==> config.mk <==
export PLATFORM = sky130hd
export DESIGN_NAME = mem_stage
export DESIGN_NICKNAME = d
export VERILOG_FILES = /design/src/rtl/mem_stage.sv
export SDC_FILE = /design/constraint.sdc
export NUM_CORES = 1
export LEC_CHECK = 0
export BUFFER_PORTS_ARGS = -buffer_cell sky130_fd_sc_hd__buf_2
export CORE_ASPECT_RATIO = 1.4
export CORE_UTILIZATION = 50
export CTS_CLUSTER_DIAMETER = 40
export DETAILED_ROUTE_END_ITERATION = 10
export HOLD_SLACK_MARGIN = 0.12
export PLACE_DENSITY = 0.84
export SYNTH_ARGS = -nofsm -noshare
export SYNTH_HDL_FRONTEND = slang
export SYNTH_SLANG_ARGS = --single-unit
==> constraint.sdc <==
create_clock -name clk -period 3.7 [get_ports clk]
set_input_delay 0.74 -clock clk [delete_from_list [all_inputs] [get_ports clk]]
set_output_delay 0.74 -clock clk [all_outputs]
set_load 0.01 [all_outputs]
==> src/rtl/mem_stage.sv <==
// -----------------------------------------------------------------------------
// mem_stage -- memory-access stage of the five-stage MIPS pipeline.
//
// Takes the EX results plus the 18-bit control bundle and performs loads and
// stores over a req/ack data-memory port. While an access is outstanding,
// upstream is held with mem_stall. Load data is lane-extracted and extended.
// The result, destination and control bundle are then registered into the
// MEM/WB outputs.
//
// Parameters:
//   ACK_TIMEOUT   BUSY cycles allowed for dmem_ack before a bus error (1..255)
//
// Ports:
//   clk, reset            clock, synchronous active-high reset
//   ex_valid              EX holds a valid instruction
//   ex_ctrl[17:0]         control bundle (bit8 rf_enable, bit7 ta_instr,
//                         bit1 hi_enable, bit0 lo_enable)
//   ex_alu_result[31:0]   ALU result / effective address
//   ex_store_data[31:0]   rt value for stores
//   ex_dest[4:0]          destination register
//   ex_mem_read/write     load / store
//   ex_mem_size[1:0]      00 byte, 01 half, 10 word, 11 treated as word
//   ex_mem_signed         sign-extend load data
//   dmem_req/we/addr/wdata/be   registered data-memory request (big-endian be)
//   dmem_rdata, dmem_ack  memory response
//   mem_stall             upstream must hold ex_* stable
//   wb_valid/ctrl/result/dest/addr_err/bus_err   MEM/WB pipeline register
// -----------------------------------------------------------------------------
module mem_stage #(
    parameter int ACK_TIMEOUT = 16
) (
    input  logic        clk,
    input  logic        reset,
    input  logic        ex_valid,
    input  logic [17:0] ex_ctrl,
    input  logic [31:0] ex_alu_result,
    input  logic [31:0] ex_store_data,
    input  logic [4:0]  ex_dest,
    input  logic        ex_mem_read,
    input  logic        ex_mem_write,
    input  logic [1:0]  ex_mem_size,
    input  logic        ex_mem_signed,
    output logic        dmem_req,
    output logic        dmem_we,
    output logic [31:0] dmem_addr,
    output logic [31:0] dmem_wdata,
    output logic [3:0]  dmem_be,
    input  logic [31:0] dmem_rdata,
    input  logic        dmem_ack,
    output logic        mem_stall,
    output logic        wb_valid,
    output logic [17:0] wb_ctrl,
    output logic [31:0] wb_result,
    output logic [4:0]  wb_dest,
    output logic        wb_addr_err,
    output logic        wb_bus_err
);

    typedef enum logic {IDLE, BUSY} state_t;

    localparam logic [7:0] LAST_COUNT = 8'(ACK_TIMEOUT - 1);
    // Error beats must not write the register file.
    localparam logic [17:0] RF_ENABLE_MASK = ~(18'd1 << 8);

    state_t      state_reg;
    logic [7:0]  count_reg;

    logic        mem_op;
    logic        aligned;
    logic [1:0]  offset;
    logic [31:0] store_wdata;
    logic [3:0]  store_be;
    logic [31:0] load_data;
    logic [7:0]  rd_byte [4];
    logic [7:0]  sel_byte;
    logic [15:0] sel_half;

    assign mem_op = ex_valid & (ex_mem_read | ex_mem_write);
    assign offset = ex_alu_result[1:0];

    always_comb begin
        case (ex_mem_size)
            2'b00:   aligned = 1'b1;
            2'b01:   aligned = ~offset[0];
            default: aligned = (offset == 2'b00);
        endcase
    end

    // Store lane placement: data replicated across lanes, enables pick the lane.
    always_comb begin
        case (ex_mem_size)
            2'b00: begin
                store_wdata = {4{ex_store_data[7:0]}};
                store_be    = 4'b1000 >> offset;
            end
            2'b01: begin
                store_wdata = {2{ex_store_data[15:0]}};
                store_be    = offset[1] ? 4'b0011 : 4'b1100;
            end
            default: begin
                store_wdata = ex_store_data;
                store_be    = 4'b1111;
            end
        endcase
    end

    // Big-endian byte lanes: lane 0 is bits 31:24.
    generate
        for (genvar gi = 0; gi < 4; gi++) begin : g_rd_lane
            assign rd_byte[gi] = dmem_rdata[31 - 8*gi -: 8];
        end
    endgenerate

    // Load formatting. ex_* is held stable during BUSY, so the offset and
    // size seen at ack time belong to the outstanding access.
    always_comb begin
        sel_byte = rd_byte[offset];
        sel_half = offset[1] ? dmem_rdata[15:0] : dmem_rdata[31:16];
        case (ex_mem_size)
            2'b00:   load_data = {{24{ex_mem_signed & sel_byte[7]}}, sel_byte};
            2'b01:   load_data = {{16{ex_mem_signed & sel_half[15]}}, sel_half};
            default: load_data = dmem_rdata;
        endcase
    end

    always_comb begin
        if (state_reg == IDLE)
            mem_stall = mem_op & aligned;
        else
            mem_stall = ~dmem_ack & (count_reg != LAST_COUNT);
    end

    always_ff @(posedge clk) begin
        if (reset) begin
            state_reg   <= IDLE;
            count_reg   <= 8'd0;
            dmem_req    <= 1'b0;
            dmem_we     <= 1'b0;
            dmem_addr   <= 32'd0;
            dmem_wdata  <= 32'd0;
            dmem_be     <= 4'd0;
            wb_valid    <= 1'b0;
            wb_ctrl     <= 18'd0;
            wb_result   <= 32'd0;
            wb_dest     <= 5'd0;
            wb_addr_err <= 1'b0;
            wb_bus_err  <= 1'b0;
        end else begin
            // Bubble unless a branch below produces a beat; this also keeps the
            // error flags to a single wb_valid beat.
            wb_valid    <= 1'b0;
            wb_ctrl     <= 18'd0;
            wb_result   <= 32'd0;
            wb_dest     <= 5'd0;
            wb_addr_err <= 1'b0;
            wb_bus_err  <= 1'b0;

            case (state_reg)
                IDLE: begin
                    if (ex_valid && !mem_op) begin
                        wb_valid  <= 1'b1;
                        wb_ctrl   <= ex_ctrl;
                        wb_result <= ex_alu_result;
                        wb_dest   <= ex_dest;
                    end else if (mem_op && !aligned) begin
                        wb_valid    <= 1'b1;
                        wb_ctrl     <= ex_ctrl & RF_ENABLE_MASK;
                        wb_result   <= ex_alu_result;
                        wb_dest     <= ex_dest;
                        wb_addr_err <= 1'b1;
                    end else if (mem_op) begin
                        dmem_req   <= 1'b1;
                        dmem_we    <= ex_mem_write;
                        dmem_addr  <= {ex_alu_result[31:2], 2'b00};
                        dmem_wdata <= store_wdata;
                        dmem_be    <= store_be;
                        count_reg  <= 8'd0;
                        state_reg  <= BUSY;
                    end
                end

                BUSY: begin
                    // Ack takes priority over a timeout in the same cycle.
                    if (dmem_ack) begin
                        wb_valid  <= 1'b1;
                        wb_ctrl   <= ex_ctrl;
                        wb_result <= ex_mem_read ? load_data : ex_alu_result;
                        wb_dest   <= ex_dest;
                        dmem_req  <= 1'b0;
                        state_reg <= IDLE;
                    end else if (count_reg == LAST_COUNT) begin
                        wb_valid   <= 1'b1;
                        wb_ctrl    <= ex_ctrl & RF_ENABLE_MASK;
                        wb_result  <= ex_alu_result;
                        wb_dest    <= ex_dest;
                        wb_bus_err <= 1'b1;
                        dmem_req   <= 1'b0;
                        state_reg  <= IDLE;
                    end else begin
                        count_reg <= count_reg + 8'd1;
                    end
                end

                default: state_reg <= IDLE;
            endcase
        end
    end

endmodule

Yosys cells after proc, flatten, opt, wreduce, memory -nomap -nowiden

Index checks and enable logic that the tools add are counted.

Register bits: 135
Output and inout port bits: 129
Logic and storage cells: 97
Input port bits: 128

Multiplexer cells: 49
Shift operators: 1
Reduce and logical (&&, ||, !) cells: 11
Order comparisons: 1
Equality and inequality tests: 9
Bitwise logic cells: 12
$add $sub $neg: 1

Operator list:

| kind                  | count |
|---|---|
| $pmux W32 S2          | 3 |
| $mux W32              | 5 |
| $mux W18              | 4 |
| $mux W8               | 7 |
| $pmux W18 S2          | 1 |
| $mux W5               | 4 |
| $bmux W8 S2           | 1 |
| $mux W16              | 1 |
| $pmux W8 S2           | 1 |
| $mux W1               | 15 |
| $ne A2 B2 Y1 const B  | 5 |
| $pmux W5 S2           | 1 |
| $add A8 B1 Y8 const B | 1 |
| $eq A8 B4 Y1 const B  | 1 |
| $ne A8 B4 Y1 const B  | 1 |
| $pmux W1 S2           | 4 |
| $pmux W4 S2           | 1 |
| $reduce_and A4 Y1     | 2 |
| $reduce_or A3 Y1      | 2 |
| $and A1 B1 Y1         | 5 |
| $not A1 Y1            | 5 |
| $reduce_and A5 Y1     | 1 |
| $logic_not A2 Y1      | 2 |
| $mux W4               | 1 |
| 8 further kinds       | 10 |

Logic depth before layout (Yosys ltp)

Gate-level depths: netlist of run 1.

Depth in word-level cells: 9
Depth in mapped cells: 7
Mapped depth without buffers: 5

Least setup slack after synthesis of run 1

OpenSTA, ideal clock, no wires.

Path kind: input -> output
From: input ex_mem_read
To: output mem_stall
Path buffers: 2
Arrival time: 1828 ps
Slack: 1132 ps
Data required time: 2960 ps
Stages on the path: 5
Cells stage by stage: clkbuf_1 -> or2_2 -> nand4_1 -> clkbuf_1 -> nand2_1

Cells in the longest elaborated chain, start to end: 4

Ends and longest elaborated chain:

| item          | line | RTL |
|---|---|---|
| from (decl)   | 39   | `input logic ex_mem_read,` |
| $or A1 B1 Y1  | 78   | `assign mem_op = ex_valid & (ex_mem_read \| ex_mem_write);` |
| $and A1 B1 Y1 | 78   |  |
| $and A1 B1 Y1 | 128  | `mem_stall = mem_op & aligned;` |
| $mux W1       | 127  | `if (state_reg == IDLE)` |
| to (decl)     | 50   | `output logic mem_stall,` |

No other way between the ends.

Final worst setup path of run 1

From: input ex_alu_result[1]
To: register wb_result[22]

Cells in the longest elaborated chain, start to end: 9
Elaborated cells between the ends (all ways): 17
Classes of those cells: mux (11); bitwise (3); reduce/logical (3)

Ends and longest elaborated chain:

| item                                       | line | RTL |
|---|---|---|
| from (decl)                                | 36   | `input logic [31:0] ex_alu_result,` |
| $not A2 Y3 (implied by the code)           | 117  | `sel_byte = rd_byte[offset];` |
| $bmux W8 S2                                | 117  |  |
| $mux W8 (implied by the code) (2 in a row) | 117  |  |
| $and A1 B1 Y1                              | 120  | `2'b00: load_data = {{24{ex_mem_signed & sel_byte[7]}}, sel_byte};` |
| $pmux W32 S2                               | 119  | `case (ex_mem_size)` |
| $mux W32                                   | 187  | `wb_result <= ex_mem_read ? load_data : ex_alu_result;` |
| $mux W32                                   | 184  | `if (dmem_ack) begin` |
| $pmux W32 S2 *                             | 158  | `case (state_reg)` |
| to (signal assigned)                       | 163  | `wb_result <= ex_alu_result;` |
| to (signal assigned)                       | 187  |  |
| to (signal assigned)                       | 194  | `wb_result <= ex_alu_result;` |
| to (decl)                                  | 53   | `output logic [31:0] wb_result,` |

Every way passes the cells marked *; elsewhere a longest branch is shown, timed or not. The select of a mux whose other input is x is not followed.
A chain may end at the register's enable or synchronous reset.

==> impl_metrics.csv, run 1 <==
group,metric,value,unit
placed_design,io_buffer_count,254,
floorplan,start_util,51.4,%
synthesis,seq_area_frac_synth,46.4,%
global_route,grt_pass1_wl,28000,um
critical_path,r2r_cells,4,
synthesis,synthFlopType,"dfxtp_1",
finish,multi_input_area,0.00284,mm^2
sta,final.setup.tns,0,ps
synthesis,synth_top_area_cell,"dfxtp_1",
flow_run,maxCapViolCount,0,
clock_tree,cts-resized-gates,0,
status,status,"finished with violations",
floorplan,die_w,93.2,um
sta,setup_viol,0,
drt,wl_met2,9430,um
drt,vias_per_cell,5.76,
drt,wl_met3,1630,um
drt,wl_per_cell,17.4,um
power_and_ir_drop,power.density,513,mW/mm^2
drt,routed_wl,18600,um
global_route,grt_max_degree,64,
floorplan,ioPinCount,257,
sta,slew_headroom,14.7,%
critical_path,r2r-end,"wb_result[22]",
floorplan,fp.coreArea,0.0113,mm^2
critical_path,start_kind,"input port",
drt,drtIter0Drc,513,
power_and_ir_drop,pwr-share-comb,12.2,%
sta,period_minus_slack,2670,ps
min_path,holdPathEnd,"dmem_addr[6]",
clock_tree,cts_buffer_depth,2,
clock_tree,h-tree-depth,4,
sta,worst_pin_slew,1270,ps
power_and_ir_drop,p_clk_share,48.8,%
floorplan,die_y,130,um
finish,seq_area,0.00270,mm^2
critical_path,path_class,"in2reg",
synthesis,synth_seq_cells,135,
status,violations,"design-rule violations",
placed_design,place_ws,725,ps
min_path,hold_class,"reg2reg",
drt,drc,2,
clock_tree,clockRootBuffer,"clkbuf_16",
clock_tree,tritoncts,"built",
clock_tree,clk_latency,420,ps
global_route,antenna_found_initial,2,
clock_tree,cts_setup_buffers,0,
finish,final_nets,1041,
synthesis,yosys-top-cells-count,"nand2_1 (151), dfxtp_1 (135), a21oi_1 (73), clkbuf_1 (35)",
synthesis,synth_cells,689,
sta,hold_ws,448,ps
finish,layout-drive-gt1-share,34.2,%
clock_tree,clkSinkCount,135,
sta,slew_violations,0,
synthesis,synth_edf_count,0,
finish,reg.largest.list,"dmem_wdata x32, wb_result x32, dmem_addr x30",
floorplan,dieArea,0.0121,mm^2
drt,dr.pass1.iters,8,
sta,finalCritPeriodShare,72.3,%
power_and_ir_drop,power.internal,0.00301,W
sta,final.setup.worst_slack,1030,ps
power_and_ir_drop,peakVddDrop,0.000381,V
power_and_ir_drop,netSwitchingFraction,24.6,%
synthesis,synthArstFlopShare,0,%
synthesis,netlist_area,0.00583,mm^2
global_route,grt_usage,29.9,%
clock_tree,clk_pin_slew,60,ps
sta,max_freq,374,MHz
placed_design,place_hpwl,13300,um
synthesis,synthDistinctLibCells,57,
drt,highest_layer,"met4",
critical_path,r2r_setup_slack,1200,ps
placed_design,gp_congestion,0.912,
floorplan,num_rows,46,
clock_tree,numCtsBuffers,17,
sta,final_hold_viol_count,0,
power_and_ir_drop,switchingPower,0.000982,W
min_path,min_from,"dmem_addr[6]",
power_and_ir_drop,seqPwrFrac,39.0,%
clock_tree,cts_hold_buffers,0,
critical_path,required,3940,ps
sta,fin_worst_skew,19.3,ps
global_route,grt_pass1_vias,5708,
finish,area_growth,33.7,%
min_path,min_delay_path_depth,2,
global_route,overflow,0,
critical_path,rr_startpoint,"state_reg",
synthesis,syn_area_per_cell,8.46,um^2
synthesis,yosysTopAreaCellShare,46.4,%
drt,wl_met1,6940,um
synthesis,synth_warnings,0,
sta,rsz0062_at_grt,"false",
critical_path,cp-end-kind,"register",
finish,nFillCells,926,
drt,vias,6165,
power_and_ir_drop,p_leak,3.50,nW
drt,postRouteAntennaNets,0,
critical_path,cp_data_arrival_time,2910,ps
critical_path,cp_max_fo,27,
synthesis,post-synth-top-count-cell,"nand2_1",
synthesis,synthTopCellsByArea,"dfxtp_1 (46%), nand2_1 (9.7%), a21oi_1 (6.3%), a32oi_1 (3.5%), mux2i_1 (3.3%)",
[final cells by class]
type	instances	share of cell area [%]
multi-input combinational	488	36.4
sequential	135	34.7
timing repair buffer	262	17.3
clock buffer	18	5.64
clock inverter	14	3.18
tap	144	2.31
inverter	8	0.386
antenna	2	0.0643
[layout by cell type (no fill, tap or decap), types with 2 or more instances in the layout]
| master | Yosys | layout |
|---|---|---|
| a32oi_1 | 23 | 23 |
| and2_1 | 23 | 23 |
| buf_4 | 4 | 8 |
| conb_1 | 1 | 2 |
| a211oi_1 | 14 | 14 |
| a221oi_1 | 6 | 6 |
| nor3_1 | 13 | 13 |
| or2_2 | 3 | 3 |
| buf_2 | 14 | 253 |
| nand2_1 | 151 | 151 |
| nand3_1 | 14 | 14 |
| a311oi_1 | 8 | 8 |
| o31ai_4 | 2 | 2 |
| o21a_1 | 2 | 2 |
| nand4_1 | 2 | 2 |
| and3_1 | 3 | 3 |
| nor2b_1 | 2 | 2 |
| o2111ai_1 | 2 | 2 |
| mux2_2 | 7 | 7 |
| nand2b_1 | 5 | 5 |
| xnor2_1 | 5 | 5 |
| clkinvlp_4 | 0 | 2 |
| a22o_1 | 6 | 6 |
| o21ai_0 | 29 | 29 |
| a21oi_1 | 73 | 73 |
| nor2_1 | 29 | 29 |
| a31oi_1 | 7 | 7 |
| mux2i_1 | 19 | 19 |
| inv_1 | 8 | 8 |
| o32ai_1 | 5 | 5 |
| diode_2 | 0 | 2 |
| dfxtp_1 | 135 | 135 |
| clkinv_4 | 0 | 5 |
| and4_2 | 1 | 2 |
| a21oi_2 | 2 | 2 |
| clkbuf_16 | 0 | 17 |
| a21o_1 | 8 | 8 |
| bufinv_16 | 0 | 6 |
| o21ai_1 | 2 | 2 |
[layer usage]
| layer | vias to the layer above | track usage [%] |
|---|---|---|
| li1 | 2886 | - |
| met5 | - | 0 |
| met2 | 340 | 51.1 |
| met1 | 2891 | 35.4 |
| met3 | 48 | 6.64 |
| met4 | 0 | 14.4 |
[worst max-delay path: stages]
cell and delay, ps:
buf_2 420, mux2i_1 270, and4bb_2 290, o21ai_1 980, a32oi_1 200
[metrics by stage]
step	power [W]	util [%]	area (um^2)	cells
finish	0.00399	68.7	7790	1071
global route	0.00411	68.7	7790	1071
floorplan	0.00185	-	5830	690
detailed placement	0.00207	62.6	7100	1037
CTS	0.00400	68.6	7780	1069
global placement	0.00206	62.6	7100	1037
[worst max-delay path by stage]
stage,startpoint,end,slack [ps],cells past startpoint
final,ex_alu_result[1],wb_result[22],1030,5
after global routing,count_reg[0],mem_stall,900,5
after CTS,count_reg[0],mem_stall,1030,5
after detailed placement,ex_alu_result[1],wb_result[22],720,5
after global placement,ex_alu_result[1],wb_result[16],850,5
after floorplan,ex_mem_read,mem_stall,1130,5
[cell families after synthesis]
kind of cell | after synthesis | share of synthesized area [%]
other | 1 | 0.0644
adders and majority gates | 1 | 0.215
DFF | 135 | 46.4
buffers and inverters | 67 | 5.00
muxes | 27 | 5.00
and+or+nand+nor | 254 | 19.8
AOI/OAI and AO/OA | 198 | 22.6
xor gates and xnor gates | 6 | 0.902
[power by group through the flow]
stage	Sequential, W	Combinational [W]	Clock [W]
2_1_floorplan	0.00162	0.000230	0
3_3_place_gp	0.00159	0.000472	0
3_5_place_dp	0.00159	0.000481	0
4_1_cts	0.00156	0.000484	0.00196
5_1_grt	0.00156	0.000528	0.00202
6_report	0.00156	0.000488	0.00195
(Power assumes the default switching activity.)
==> run 2, diff against run 1 <==
--- a/config.mk
+++ b/config.mk
@@ -7,11 +7,11 @@
 export LEC_CHECK = 0
 export BUFFER_PORTS_ARGS = -buffer_cell sky130_fd_sc_hd__buf_2
 export CORE_ASPECT_RATIO = 1.4
-export CORE_UTILIZATION = 50
+export CORE_UTILIZATION = 43
 export CTS_CLUSTER_DIAMETER = 40
 export DETAILED_ROUTE_END_ITERATION = 10
 export HOLD_SLACK_MARGIN = 0.12
-export PLACE_DENSITY = 0.84
+export PLACE_DENSITY = 0.77
 export SYNTH_ARGS = -nofsm -noshare
 export SYNTH_HDL_FRONTEND = slang
 export SYNTH_SLANG_ARGS = --single-unit
==> constraint.sdc (replaced) <==
create_clock -name clk -period 2.4 [get_ports clk]
set_input_delay 0.48 -clock clk [delete_from_list [all_inputs] [get_ports clk]]
set_output_delay 0.48 -clock clk [all_outputs]
set_load 0.01 [all_outputs]
==> run 2 against run 1 <==
Compared with the run above: sequential power is 53% higher; combinational power grew 58%; via count decreased by 1.6%; clock skew shrank 6.8 ps; critical path type is now reg2out; first-iteration DRC count down 12%; register-to-register slack worse by 750 ps; total power up 51%; the run now ends clean; core utilization shrank 9.2 points; largest power group unchanged.
==> impl_metrics.csv, run 2 (synthesis gave the netlist of run 1 again) <==
group,metric,value,unit
global_route,grt_usage,26.1,%
critical_path,critPathBufInv,1,
placed_design,place_ws,266,ps
critical_path,crit_family,"simple AND/OR/NAND/NOR gates",
sta,finalCritPeriodShare,96.7,%
drt,routed_wl,18400,um
placed_design,io_buffer_count,254,
finish,final_cell_mix,"buf_2 (253), nand2_1 (151), dfxtp_1 (135)",
drt,wl_per_cell,16.4,um
finish,reg.largest.list,"dmem_wdata x32, wb_result x32, dmem_addr x30",
finish,final_common_cell,"buf_2",
clock_tree,h-tree-depth,4,
floorplan,num_rows,50,
clock_tree,cts_hold_buffers,0,
sta,slew_violations,0,
floorplan,ioPinCount,257,
drt,dr.pass1.iters,5,
floorplan,die_w,100,um
finish,layout-drive-gt1-share,35.3,%
sta,max_freq,431,MHz
clock_tree,tritoncts,"built",
clock_tree,cts_buffer_depth,2,
sta,rsz0062_at_grt,"false",
clock_tree,clockRootBuffer,"clkbuf_16",
clock_tree,clkSinkCount,135,
floorplan,fp.coreArea,0.0133,mm^2
sta,fin_worst_skew,12.5,ps
critical_path,rr_startpoint,"count_reg[0]",
sta,final_hold_viol_count,0,
critical_path,r2r_cells,6,
power_and_ir_drop,peakVddDrop,0.000512,V
clock_tree,clk_latency,420,ps
sta,worst_pin_slew,742,ps
critical_path,path_class,"reg2out",
sta,slew_headroom,50.5,%
placed_design,gp_congestion,0.928,
critical_path,required,1920,ps
min_path,holdPathEnd,"wb_ctrl[11]",
global_route,grt_max_degree,70,
sta,period_minus_slack,2320,ps
global_route,antenna_found_initial,1,
critical_path,crit_slowest_cell,"or4_4",
sta,hold_ws,256,ps
critical_path,cpPeakStageDelay,620,ps
power_and_ir_drop,power.density,762,mW/mm^2
drt,vias,6065,
clock_tree,numCtsBuffers,17,
drt,vias_per_cell,5.39,
min_path,hold_class,"in2reg",
critical_path,start_kind,"register",
drt,postRouteAntennaNets,0,
critical_path,cp-end-kind,"primary output",
critical_path,crit_chain,"or4_4 -> o21ai_4 -> nand2_1 -> buf_2",
finish,final_nets,1057,
finish,area_growth,36.1,%
clock_tree,clk_pin_slew,60,ps
sta,setup_viol,0,
min_path,min_delay_path_depth,2,
drt,drc,0,
global_route,grt_pass1_wl,28300,um
min_path,min_from,"ex_ctrl[11]",
critical_path,cp_max_fo,7,
drt,drtIter0Drc,453,
flow_run,maxCapViolCount,0,
floorplan,start_util,43.7,%
floorplan,dieArea,0.0140,mm^2
sta,final.setup.tns,0,ps
floorplan,die_y,140,um
global_route,overflow,0,
critical_path,r2r_setup_slack,450,ps
power_and_ir_drop,p_leak,3.56,nW
critical_path,r2r-end,"wb_result[9]",
sta,final.setup.worst_slack,80.3,ps
placed_design,place_hpwl,13600,um
global_route,grt_pass1_vias,5580,
critical_path,cp_data_arrival_time,1840,ps
status,status,"complete, no violations",
==> run 2: cell count changes in the layout (fill, tap and decap cells not counted), sizes merged <==
cell,before,now
buf,262,278
bufinv,6,5
clkbuf,18,17
clkinvlp,2,3
inv,9,10
==> run 2: power breakdown <==
part	leakage [nW]	internal [W]	total (W)	switching, W
clock	0.310	0.00185	0.00288	0.00103
combinational	2.15	0.000317	0.000769	0.000451
sequential	1.10	0.00235	0.00239	0.0000431
==> run 2: timing repair <==
| item | CTS | global route |
|---|---|---|
| endpoints found under the setup margin | 0 | 1 |
| buffers inserted | 0 | 0 |
| resized for setup | 0 | 1 |
| endpoints found under the hold margin | 0 | 0 |
==> run 2: per-layer routing <==
layer  wire length [um]  share of wire [%]  global-route usage [%]  up-vias
met5                  0                  0                       0        -
met4                557                3.0                    11.4        0
met3               1330                7.2                    5.63       37
met2               9280                 50                    44.0      286
met1               7250                 39                    31.7     2826
li1                   -                  -                       -     2916
==> run 2: through the flow <==
step / power (W) / utilization [%] / cells / area (um^2)
floorplan: 0.00285 / - / 690 / 5830
CTS: 0.00607 / 59.4 / 1123 / 7920
global placement: 0.00319 / 54.5 / 1091 / 7260
global route: 0.00624 / 59.5 / 1124 / 7930
finish: 0.00604 / 59.5 / 1125 / 7930
detailed placement: 0.00320 / 54.5 / 1091 / 7260
==> run 2: cell type report <==
cell class / count / area, um^2
Inverter: 8 / 30.0
Clock buffer: 17 / 425
Tap cell: 182 / 228
Antenna cell: 2 / 5.00
Multi-Input combinational cell: 488 / 2840
Fill cell: 1206 / 5400
Sequential cell: 135 / 2700
Timing Repair Buffer: 278 / 1470
Clock inverter: 15 / 226
==> run 2: worst register-to-register path, delay by kind of cell (launching register included) <==
kind	cells	cell delay, ps
buffers and inverters	1	220
DFF	1	360
adders and majority gates	1	210
and+or+nand+nor	1	180
AOI/OAI and AO/OA	3	880
==> run 2: how the worst max path moves through the flow <==
stage,start,endpoint,slack (ps),cells past startpoint
2_1_floorplan,ex_mem_read,mem_stall,350,5
3_3_place_gp,ex_alu_result[1],wb_result[15],290,5
3_5_place_dp,ex_alu_result[1],wb_result[10],270,5
4_1_cts,count_reg[4],mem_stall,30,4
5_1_grt,count_reg[4],mem_stall,9,4
6_report,count_reg[4],mem_stall,80,4
